[src/rtl/mul8_seq_ctrl.sv]
// Sequential 8x8 unsigned multiplier built from one 4x4 array multiplier.
// Four nibble passes accumulate into a 16-bit register behind valid/ready.
module mul (
    input  logic [3:0] x,
    input  logic [3:0] y,
    output logic [7:0] p
);
    always_comb begin
        p = 8'd0;
        for (int i = 0; i < 4; i++) begin
            p = p + ({4'd0, {4{y[i]}} & x} << i);
        end
    end
endmodule

module mul8_seq_ctrl #(
    parameter int BYPASS_ZERO = 1,
    parameter int PERF_CNT_W  = 8
) (
    input  logic                  clk,
    input  logic                  rst,
    input  logic                  in_valid,
    output logic                  in_ready,
    input  logic [7:0]            a,
    input  logic [7:0]            b,
    input  logic                  abort,
    output logic                  out_valid,
    input  logic                  out_ready,
    output logic [15:0]           prod,
    output logic                  busy,
    output logic [PERF_CNT_W-1:0] op_count
);
    typedef enum logic [2:0] {
        IDLE, P0, P1, P2, P3, DONE
    } state_t;

    state_t                state_q, state_d;
    logic [7:0]            a_q, a_d;
    logic [7:0]            b_q, b_d;
    logic [15:0]           acc_q, acc_d;
    logic [PERF_CNT_W-1:0] cnt_q, cnt_d;

    logic [3:0]  mul_x, mul_y;
    logic [7:0]  mul_p;
    logic [15:0] term;

    // Pass order: AL*BL, AL*BH, AH*BL, AH*BH
    assign mul_x = (state_q == P2 || state_q == P3) ? a_q[7:4] : a_q[3:0];
    assign mul_y = (state_q == P1 || state_q == P3) ? b_q[7:4] : b_q[3:0];

    mul u_mul (
        .x (mul_x),
        .y (mul_y),
        .p (mul_p)
    );

    always_comb begin
        term = {8'd0, mul_p};
        case (state_q)
            P1, P2:  term = {4'd0, mul_p, 4'd0};
            P3:      term = {mul_p, 8'd0};
            default: term = {8'd0, mul_p};
        endcase
    end

    always_ff @(posedge clk) begin
        if (rst) begin
            state_q <= IDLE;
            a_q     <= 8'd0;
            b_q     <= 8'd0;
            acc_q   <= 16'd0;
            cnt_q   <= '0;
        end else begin
            state_q <= state_d;
            a_q     <= a_d;
            b_q     <= b_d;
            acc_q   <= acc_d;
            cnt_q   <= cnt_d;
        end
    end

    always_comb begin
        state_d = state_q;
        a_d     = a_q;
        b_d     = b_q;
        acc_d   = acc_q;
        cnt_d   = cnt_q;
        case (state_q)
            IDLE: begin
                if (in_valid && !abort) begin
                    a_d   = a;
                    b_d   = b;
                    acc_d = 16'd0;
                    if (BYPASS_ZERO != 0 && (a == 8'd0 || b == 8'd0))
                        state_d = DONE;
                    else
                        state_d = P0;
                end
            end
            P0, P1, P2, P3: begin
                if (abort) begin
                    state_d = IDLE;
                    acc_d   = 16'd0;
                end else begin
                    acc_d = acc_q + term;
                    case (state_q)
                        P0:      state_d = P1;
                        P1:      state_d = P2;
                        P2:      state_d = P3;
                        default: state_d = DONE;
                    endcase
                end
            end
            DONE: begin
                if (abort) begin
                    state_d = IDLE;
                    acc_d   = 16'd0;
                end else if (out_ready) begin
                    state_d = IDLE;
                    cnt_d   = cnt_q + 1'b1;
                end
            end
            default: state_d = IDLE;
        endcase
    end

    always_comb begin
        in_ready  = (state_q == IDLE) && !abort && !rst;
        out_valid = (state_q == DONE);
        busy      = (state_q != IDLE);
        prod      = acc_q;
        op_count  = cnt_q;
    end
endmodule
[config.mk]
export PLATFORM = sky130hd
export DESIGN_NAME = mul8_seq_ctrl
export DESIGN_NICKNAME = d
export VERILOG_FILES = /design/src/rtl/mul8_seq_ctrl.sv
export SDC_FILE = /design/constraint.sdc
export NUM_CORES = 1
export LEC_CHECK = 0
export BUFFER_PORTS_ARGS = -buffer_cell sky130_fd_sc_hd__buf_2
export CAP_MARGIN = 20
export CORE_MARGIN = 5
export CORE_UTILIZATION = 30
export CTS_BUF_LIST = sky130_fd_sc_hd__clkbuf_2
export CTS_CLUSTER_DIAMETER = 200
export CTS_CLUSTER_SIZE = 20
export DETAILED_ROUTE_END_ITERATION = 8
export PLACE_DENSITY = 0.59
export SETUP_SLACK_MARGIN = 0.3
export SYNTH_ARGS = -nofsm -noshare
export SYNTH_HDL_FRONTEND = slang
export SYNTH_SLANG_ARGS = --single-unit
[constraint.sdc]
create_clock -name clk -period 8.6 [get_ports clk]
set_input_delay 1.72 -clock clk [delete_from_list [all_inputs] [get_ports clk]]
set_output_delay 1.72 -clock clk [all_outputs]
set_load 0.03 [all_outputs]
# Word-level counts from Yosys, hierarchy flattened
# Index checks and enable logic that the tools add are counted.
[op_classes]
div_mod_pow = 0
eq_ne = 8
n_mul = 0
mux = 14
n_reduce_logical = 19
shift = 0
n_addsub = 5
n_bitwise = 5
magnitude_cmp = 0
[ops]
columns = ["cell", "count"]
rows = [
  ["$mux 16", 3],
  ["$pmux 16 s3", 1],
  ["$pmux 16 s2", 1],
  ["$pmux 3 s3", 2],
  ["$add 16x16->16", 1],
  ["$and 4x4->4", 4],
  ["$logic_not 8->1", 2],
  ["$mux 3", 5],
  ["$add 7x7->8", 1],
  ["$add 8x1->8 const B", 1],
  ["$mux 4", 2],
  ["$add 6x6->7", 1],
  ["$add 4x5->6", 1],
  ["$eq 3x2->1 const B", 2],
  ["$eq 3x3->1 const B", 2],
  ["$reduce_and 3->1", 2],
  ["$reduce_bool 3->1", 2],
  ["$ne 2x2->1 const B", 2],
  ["$reduce_and 2->1", 2],
  ["$reduce_or 4->1", 1],
  ["$eq 3x1->1 const B", 1],
  ["$logic_and 1x1->1", 3],
  ["$logic_not 3->1", 1],
  ["$logic_or 1x1->1", 3],
  ["4 further kinds", 5],
]
[totals]
romBits = 0
latch_bits = 0
ramBits = 0
word_cells = 56
memories = 0
regBits = 43

# Longest topological paths before layout
# Gate-level depths: netlist (run 1).
[depth]
ltp_word = 11
ltp_mapped = 26
depth_no_buf = 25

# Modules after synthesis
# Synthesis (run 1) repeated with hierarchy kept, for this count alone.
[unflattened]
hier_cells = 380
area_unflattened_um2 = 3109.2
[by_module_without_submodules]
columns = ["mod", "area_each_um2", "n_inst", "cells_per_inst", "seq_area_each_um2"]
rows = [
  ["mul8_seq_ctrl", 2706.3, 1, 334, 860.8],
  ["mul", 402.9, 1, 46, 0.0],
]

# Least setup slack after synthesis (run 1)
# No wires, ideal clock.
[synth_timing]
path_kind = "reg2reg"
from = "reg state_q[1]"
to = "reg acc_q[14] (netlist: prod[14])"
t_required_ns = 8.483
path_stages_with_launch = 24
path_slack_ns = 3.534
setup_time_ns = 0.117
t_arrival_ns = 4.949
cell_sequence = "dfxtp_1 > buf_6 > nand2_1 > buf_2 > a21oi_4 > mux2i_1 > nor2_1 > fa_1 > inv_1 > fa_1 > inv_1 > ha_1 > inv_1 > fa_1 > or3_1 > o21ai_1 > ha_1 > a21oi_1 > o21ai_0 > o41ai_2 > a21oi_1 > o22ai_1 > xnor2_1 > a22o_1"
[synth_via]
elab_chain_cells = 11
word_cells_on_any_way = 27
cone_classes = "add/sub: 4; eq/ne: 7; mux: 5; bitwise: 4; reduce/logical: 7"
[synth_rtl]
columns = ["item", "line", "rtl"]
rows = [
  ["start: declaration", "37", "state_t state_q, state_d;"],
  ["start signal: assignment", "74", "state_q <= state_d;"],
  ["$eq 3x2->1, or another cell as far along", "49, 59, 88", ""],
  ["$logic_or 1x1->1 (on tied branches)", "49, 48", ""],
  ["$mux 4 (on tied branches)", "49, 48", ""],
  ["$and 4x4->4", "11", "p = p + ({4'd0, {4{y[i]}} & x} << i);"],
  ["$add 4x5->6", "11", ""],
  ["$add 6x6->7", "11", ""],
  ["$add 7x7->8", "11", ""],
  ["$pmux 16 s2", "59", "case (state_q)"],
  ["$add 16x16->16", "105", "acc_d = acc_q + term;"],
  ["$mux 16", "101", "if (abort) begin"],
  ["$pmux 16 s3", "88", "case (state_q)"],
  ["end signal: assignment", "71", "acc_q <= 16'd0;"],
  ["end signal: assignment", "77", "acc_q <= acc_d;"],
  ["end: declaration", "40", "logic [15:0] acc_q, acc_d;"],
]
# Several ways; a longest one is shown, not always the timed one.
# A chain may end at the register's enable or synchronous reset.

# Final worst setup path (run 1)
# Ends and elaborated chain as after synthesis.

==> results.md, run 1 <==
- Gr usage total: a little under an eighth
- Final Hold Vio Count: 0
- Final core occ: between 30% and 40%
- Internal: 0.266 mW
- Hpwl dp: ~5700 um
- Placer congestion estimate: a little under 0.9
- Sequential power share: 52.4%
- First-pass GRT wire length: around 12000 um
- Post-synth EDFFs: 0
- Clock transition at path regs: ~0.22 ns
- Die area: 12300 sq um
- Worst Skew: ~0.017 ns
- Initial Utilization: roughly 31%
- Fraction of registers with async set/reset: 0%
- Crit path time final: just under 6 ns
- Die Width: roughly 110 um
- Avg Cell Area, Syn: 8.15 sq um
- CTS root buf: clkbuf_2
- Worst Path Arrival: 6.23 ns
- Synth unique cells: 55
- Final Max Slew Viols: 0
- CP required: between 8 and 9 ns
- DR vias: between 2000 and 3000
- TritonCTS Buffers: 5
- Sw power: 0.155 mW
- MaxCap Viol Count: 0
- Final setup viols: 0
- # fillers: around 1100
- Final net count: about 470
- Maximum VDD drop: roughly 0.066 mV
- Max Root-Sink Buffers: 2
- Iter 0 DRT Violations: roughly 110
- Synth area leaders: dfxtp_1 28%, ha_1 11%, nand2_1 7.0%
- Outcome: completed
- Clk_lat worst skew: 0.41 ns
- Std-Cell Rows: 36
- Synth Register Bits: 43
- Cells after synthesis: roughly 380
- Multi-input logic area: about 2100 sq um
- Reg2Reg Setup Slack: roughly 2.7 ns
- Leak pwr: approximately 1.5 nW
- Synth Cell Area: between 3000 and 4000 sq um
- WS Path Type: flip-flop to flip-flop
- Syn. warnings: 0
- Crit Path Max Fanout: 12
- Post-synth top area cell: dfxtp_1
- Area Growth Syn to Fin: 11.6%
- Net Sw Frac: 36.8%
- TritonCTS sink count: 43
- Global route overflow: 0
- PortBufs: between 40 and 50
- Tightest Pin Transition: 0.878 ns
- CP cell instances: nand2b_4, nand2b_1, o21ai_2, mux2i_1, nor2_1, fa_1, inv_1, fa_1, inv_1, ha_1, inv_1, fa_1, or3_1, o21ai_1, ha_1, a21oi_1, o21ai_0, o41ai_2, a21oi_1, o22ai_1, xnor2_1, a22o_1
- Share of layout cells above drive strength 1: 16.9%
- Post-CTS setup buffer count: 0
- Unrepaired setup endpoints after global routing: false
- Yosys top cell area share: 28.1%
- Power per Cell Area: 123 nW/um^2
- Setup_tns: 0 ns
- Hold_buf cts: 0
- Inst Count DP: between 500 and 600
- Critical path's slowest cell: dfxtp_1
- Crit-path max cell delay: 0.62 ns
- Critical path launch point type: flip-flop
- Core box area: 9860 sq um
- Largest net degree at the start of global routing: 37
- Vias in the first global route: between 2000 and 3000
- Post-synthesis sequential area ratio: between 20 and 30%
- Main synth FF type: dfxtp_1
- Resize count post-CTS: 0
- DP Area: about 3400 sq um
- Fin cells: about 550
- Via-to-Cell Ratio: between 4 and 5
- Overall power: 0.420 mW
- Ports: 48
- Tcrit/Tclk final: between 60% and 70%
- Max Clk Rate: approximately 170 MHz
- CP Capture Type: flip-flop
- Clock power share: between 20% and 30%
- Post-route antenna net violation count: 0
- Finished Cell Area: roughly 3400 sq um
- Type of the worst min-delay path: flip-flop to flip-flop
- Die height: roughly 110 um
- FF+latch area: around 860 sq um
- Power share of the combinational group: 27.1%
- Cell family with most CP delay: adder cells
- CTS tree: done
- Htree depth: 2
- DR pass1 iterations: 4
- Relative slew margins: between 40 and 50%
- Post-DR wirelength/cell: approximately 13 um
- Buf/Inv on CP: 3
- Post-Syn Nets: between 400 and 500
- Initial antenna violation count: 1
- Routed WL: slightly above 7000 um
- Detailed-route DRC error count: 0
## Yosys cell counts, types with 2 or more instances
library cell and count:
nand2_1 57, dfxtp_1 43, a21oi_1 38, nor2_1 36, ha_1 26, o21ai_0 13, xnor2_1 13, inv_1 12
a22o_1 9, mux2i_1 8, xor2_1 8, a22oi_1 7, and3_1 7, nor2b_1 7, buf_2 6, clkbuf_1 6
fa_1 6, a211oi_1 5, nor4_1 5, a21o_1 4, nand4_1 4, or2_2 4, or3_1 4, nand3_1 3
o21a_1 3, o21ai_1 3, a211o_1 2, and2_1 2, buf_6 2, nand2b_1 2, nor3_1 2, nor3_2 2
o211ai_1 2, o21bai_1 2, o22ai_1 2, o32ai_1 2
## power by group through the flow
stage / clock [mW] / sequential (mW) / combinational (mW)
finish: 0.0862 / 0.220 / 0.114
global route: 0.101 / 0.222 / 0.126
CTS: 0.0911 / 0.220 / 0.114
detailed placement: 0 / 0.224 / 0.114
global placement: 0 / 0.224 / 0.113
floorplan: 0 / 0.218 / 0.0965
## registers in the layout (all words and copies together) (netlist names)
register  flops
prod         16
a_q           8
b_q           8
op_count      8
state_q       3
## path summary, 6_finish.rpt
check,startpoint,end,depth (start not counted)
setup / recovery,state_q[1],prod[14],22
hold reg to reg,b_q[4],b_q[4],2
hold / removal,b_q[4],b_q[4],2
setup reg to reg,state_q[1],prod[14],22
## stage by stage
| step | setup WS, ns | hold slack [ns] |
|---|---|---|
| after floorplan | 3.53 | 0.436 |
| after global placement | 2.83 | 0.443 |
| after detailed placement | 2.74 | 0.447 |
| after CTS | 2.70 | 0.472 |
| after global routing | 2.24 | 0.491 |
| final | 2.69 | 0.470 |
## layout make-up
class,count,share of cell area (%)
tap,133,4.87
inverter,13,1.43
clock inverter,2,0.366
sequential,43,25.2
timing repair buffer,47,6.88
multi-input combinational,304,60.5
antenna,1,0.0732
clock buffer,5,0.732
## cell families (layout without fill, tap and decap cells)
group / count (synthesis) / count (layout) / synth area share (%)
flops: 43 / 43 / 28.1
xor+xnor: 21 / 21 / 6.00
other cells: 0 / 1 / 0
compound gates: 102 / 102 / 22.1
buf+inv: 29 / 67 / 4.45
fa+ha+maj: 32 / 32 / 14.5
simple gates: 141 / 141 / 22.2
mux: 8 / 8 / 2.61
## worst min-delay path, stage by stage, from the launching register on
cell	delay [ns]
dfxtp_1	0.36
nand2_1	0.05
a21oi_1	0.05
## cells in the final DEF, fill, tap and decap left out, types with 2 or more instances in the layout
master / count
a211o_1: 2
a211oi_1: 5
a21o_1: 4
a21oi_1: 38
a22o_1: 9
a22oi_1: 7
and2_1: 2
and3_1: 7
buf_2: 47
clkbuf_2: 5
dfxtp_1: 43
fa_1: 6
ha_1: 26
inv_1: 12
mux2i_1: 8
nand2_1: 57
nand2b_1: 2
nand3_1: 3
nand4_1: 4
nor2_1: 36
nor2b_1: 7
nor3_1: 2
nor3_2: 2
nor4_1: 5
o211ai_1: 2
o21a_1: 3
o21ai_0: 13
o21ai_1: 3
o21bai_1: 2
o22ai_1: 2
o32ai_1: 2
or2_2: 4
or3_1: 4
xnor2_1: 13
xor2_1: 8
## per-layer routing
metal,GRT usage [%],share of wire [%]
met4,2.19,0.57
met2,18.0,44
met5,0,0
met3,2.62,4.3
met1,16.4,51
Power figures use the tool's default switching activity.
==> run 2, diff against run 1 <==
==> constraint.sdc (replaced) <==
create_clock -name clk -period 5.5 [get_ports clk]
set_input_delay 1.1 -clock clk [delete_from_list [all_inputs] [get_ports clk]]
set_output_delay 1.1 -clock clk [all_outputs]
set_load 0.03 [all_outputs]
==> run 2 against run 1 <==
Net effect:
- critical path depth grew 4
- clock power grew 110%
- non-clock buffer count grew 23
- maximum frequency grew 17%
==> results.md, run 2 (same netlist as run 1, synthesis figures left out) <==
- Most frequent cells in the layout: 56 x nand2_1, 47 x buf_2, 40 x dfxtp_1, 36 x a21oi_1, 33 x nor2_1 (was 57 x nand2_1, 47 x buf_2, 43 x dfxtp_1, 38 x a21oi_1, 36 x nor2_1)
- Post-route antenna net violation count: 0 (unchanged)
- Core box area: 9860 sq um (unchanged)
- Post-DR wirelength/cell: 13.7 um (was 13.0 um)
- Share of layout cells above drive strength 1: 28.4% (was 16.9%)
- Worst Path Arrival: 5.41 ns (was 6.23 ns)
- Inserted Diodes: 0 (was 1)
- Clk_lat worst skew: 0.43 ns (was 0.41 ns)
- Cell count of the worst hold path: 2 (unchanged)
- Die area: 12300 sq um (unchanged)
- Max Clk Rate: 198 MHz (was 169 MHz)
- Sw power: 0.268 mW (was 0.155 mW)
- Std-Cell Rows: 36 (unchanged)
- Clock transition at path regs: 0.23 ns (was 0.22 ns)
- Power share of the combinational group: 31.8% (was 27.1%)
- CP Capture Type: flip-flop (unchanged)
- Unrepaired setup endpoints after global routing: true (was false)
- PortBufs: 47 (unchanged)
- CTS root buf: clkbuf_2 (unchanged)
- Vias in the first global route: 2741 (was 2563)
- Leak pwr: 1.64 nW (was 1.50 nW)
- Sequential power share: 44.2% (was 52.4%)
- Via-to-Cell Ratio: 4.98 (was 4.99)
- Hpwl dp: 5960 um (was 5670 um)
- # fillers: 1024 (was 1060)
- CTS tree: done (unchanged)
- CP required: 5.86 ns (was 8.92 ns)
- Tcrit/Tclk final: 91.8% (was 68.8%)
- DR pass1 iterations: 4 (unchanged)
- Htree depth: 2 (unchanged)
- Crit Path Max Fanout: 4 (was 12)
- Initial antenna violation count: 0 (was 1)
- Hold_buf cts: 0 (unchanged)
- Routed WL: 7790 um (was 7140 um)
- Final setup viols: 0 (unchanged)
- Global route overflow: 0 (unchanged)
- Crit path time final: 5.05 ns (was 5.91 ns)
- Die height: 111 um (unchanged)
- Area Growth Syn to Fin: 22.9% (was 11.6%)
- Placer congestion estimate: 0.878 (was 0.869)
- Clock power share: 24.0% (was 20.5%)
- Gr usage total: 12.3% (was 11.5%)
- Setup_tns: 0 ns (unchanged)
- CP Launch Point: state_q[2] (was state_q[1])
- Die Width: 111 um (unchanged)
- RR Startpoint: state_q[2] (was state_q[1])
- WS Path Type: flip-flop to flip-flop (unchanged)
- Relative slew margins: 36.9% (was 41.3%)
- Detailed-route DRC error count: 0 (unchanged)
- HP Start: b_q[4] (unchanged)
- Final Max Slew Viols: 0 (unchanged)
- Iter 0 DRT Violations: 132 (was 108)
- Final Hold Vio Count: 0 (unchanged)
- Maximum VDD drop: 0.129 mV (was 0.0661 mV)
- Initial Utilization: 31.1% (unchanged)
- Most common cell after layout, fill and taps aside: nand2_1 (unchanged)
- Worst Skew: 0.0124 ns (was 0.0173 ns)
- Overall power: 0.766 mW (was 0.420 mW)
- TritonCTS sink count: 43 (unchanged)
- Outcome: completed (unchanged)
- TritonCTS Buffers: 5 (unchanged)
- Max Root-Sink Buffers: 2 (unchanged)
- Ports: 48 (unchanged)
- First-pass GRT wire length: 13000 um (was 12200 um)
- Largest net degree at the start of global routing: 37 (unchanged)
- Power per Cell Area: 204 nW/um^2 (was 123 nW/um^2)
- Internal: 0.499 mW (was 0.266 mW)
- MaxCap Viol Count: 0 (unchanged)
- Reg2reg path depth: 26 (was 22)
- Max FFs per register: 16 (unchanged)
- DR vias: 2836 (was 2735)
- Final net count: 490 (was 467)
- Type of the worst min-delay path: flip-flop to flip-flop (unchanged)
- Tightest Pin Transition: 0.944 ns (was 0.878 ns)
- Critical path launch point type: flip-flop (unchanged)
- Worst hold margin: 0.475 ns (was 0.470 ns)
- Net Sw Frac: 34.9% (was 36.8%)
-- run 2: cell count changes in the layout (fill, tap and decap cells not counted), moves of 3 or more --
cell	delta
o21ai_0	-4
buf_4	+22
nor2_2	+3
mux2i_4	+3
nor2_1	-3
ha_2	+4
mux2i_2	+3
o21ai_1	+3
dfxtp_1	-3
mux2i_1	-6
ha_1	-4
-- run 2: layout make-up --
cell class | instances | area [sq um] | share of cell area (%)
Clock buffer | 5 | 25.0 | 0.665
Clock inverter | 2 | 37.5 | 0.997
Inverter | 13 | 48.8 | 1.30
Multi-Input combinational cell | 304 | 2200 | 58.4
Sequential cell | 43 | 870 | 23.1
Tap cell | 133 | 166 | 4.42
Timing Repair Buffer | 70 | 420 | 11.2
-- run 2: final timing paths --
path	to	slack [ns]
max	prod[14]	0.45
min	b_q[4]	0.47
max reg2reg	prod[14]	0.45
min reg2reg	b_q[4]	0.47
-- run 2: per-layer routing --
| layer | vias to the layer above | share of wire, % | GRT usage, % |
|---|---|---|---|
| met5 | - | 0 | 0 |
| met4 | 0 | 1.1 | 2.84 |
| met3 | 13 | 4.5 | 3.11 |
| met2 | 58 | 46 | 19.5 |
| met1 | 1312 | 48 | 16.9 |
| li1 | 1453 | - | - |
-- run 2: through the flow --
step	instance area (sq um)	cells	worst slack, ns	util (%)
global route	3760	570	0.0887	38.2
finish	3760	570	0.452	38.2
floorplan	3060	376	0.434	-
CTS	3610	559	0.307	36.6
detailed placement	3420	546	0.0644	34.7
global placement	3420	546	0.282	34.7
-- run 2: power groups by stage --
stage / clock (mW) / combinational [mW] / sequential (mW)
5_1_grt: 0.201 / 0.266 / 0.341
3_5_place_dp: 0 / 0.196 / 0.344
4_1_cts: 0.191 / 0.215 / 0.339
2_1_floorplan: 0 / 0.151 / 0.341
3_3_place_gp: 0 / 0.193 / 0.343
6_report: 0.184 / 0.244 / 0.339
-- run 2: worst max-delay path, cell delays in order (launching register included) --
cell	delay, ns
dfxtp_4	0.40
inv_2	0.07
nand2_2	0.11
a21oi_4	0.18
buf_12	0.14
mux2i_4	0.28
nor2_2	0.08
fa_1	0.53
inv_1	0.05
fa_1	0.42
inv_1	0.07
ha_2	0.17
inv_2	0.04
fa_2	0.40
nor2b_1	0.12
o21ai_1	0.07
nand2b_1	0.11
xnor2_2	0.11
o31ai_2	0.21
ha_1	0.31
a21oi_2	0.14
nor2b_1	0.06
o41ai_2	0.35
a21oi_1	0.11
o22ai_1	0.16
xnor2_1	0.10
a22o_1	0.17
-- run 2: repair_timing --
item,in CTS,in global routing
pin swaps,6,18
endpoints found under the setup margin,8,9
resized for setup,19,21
setup buffers,6,11
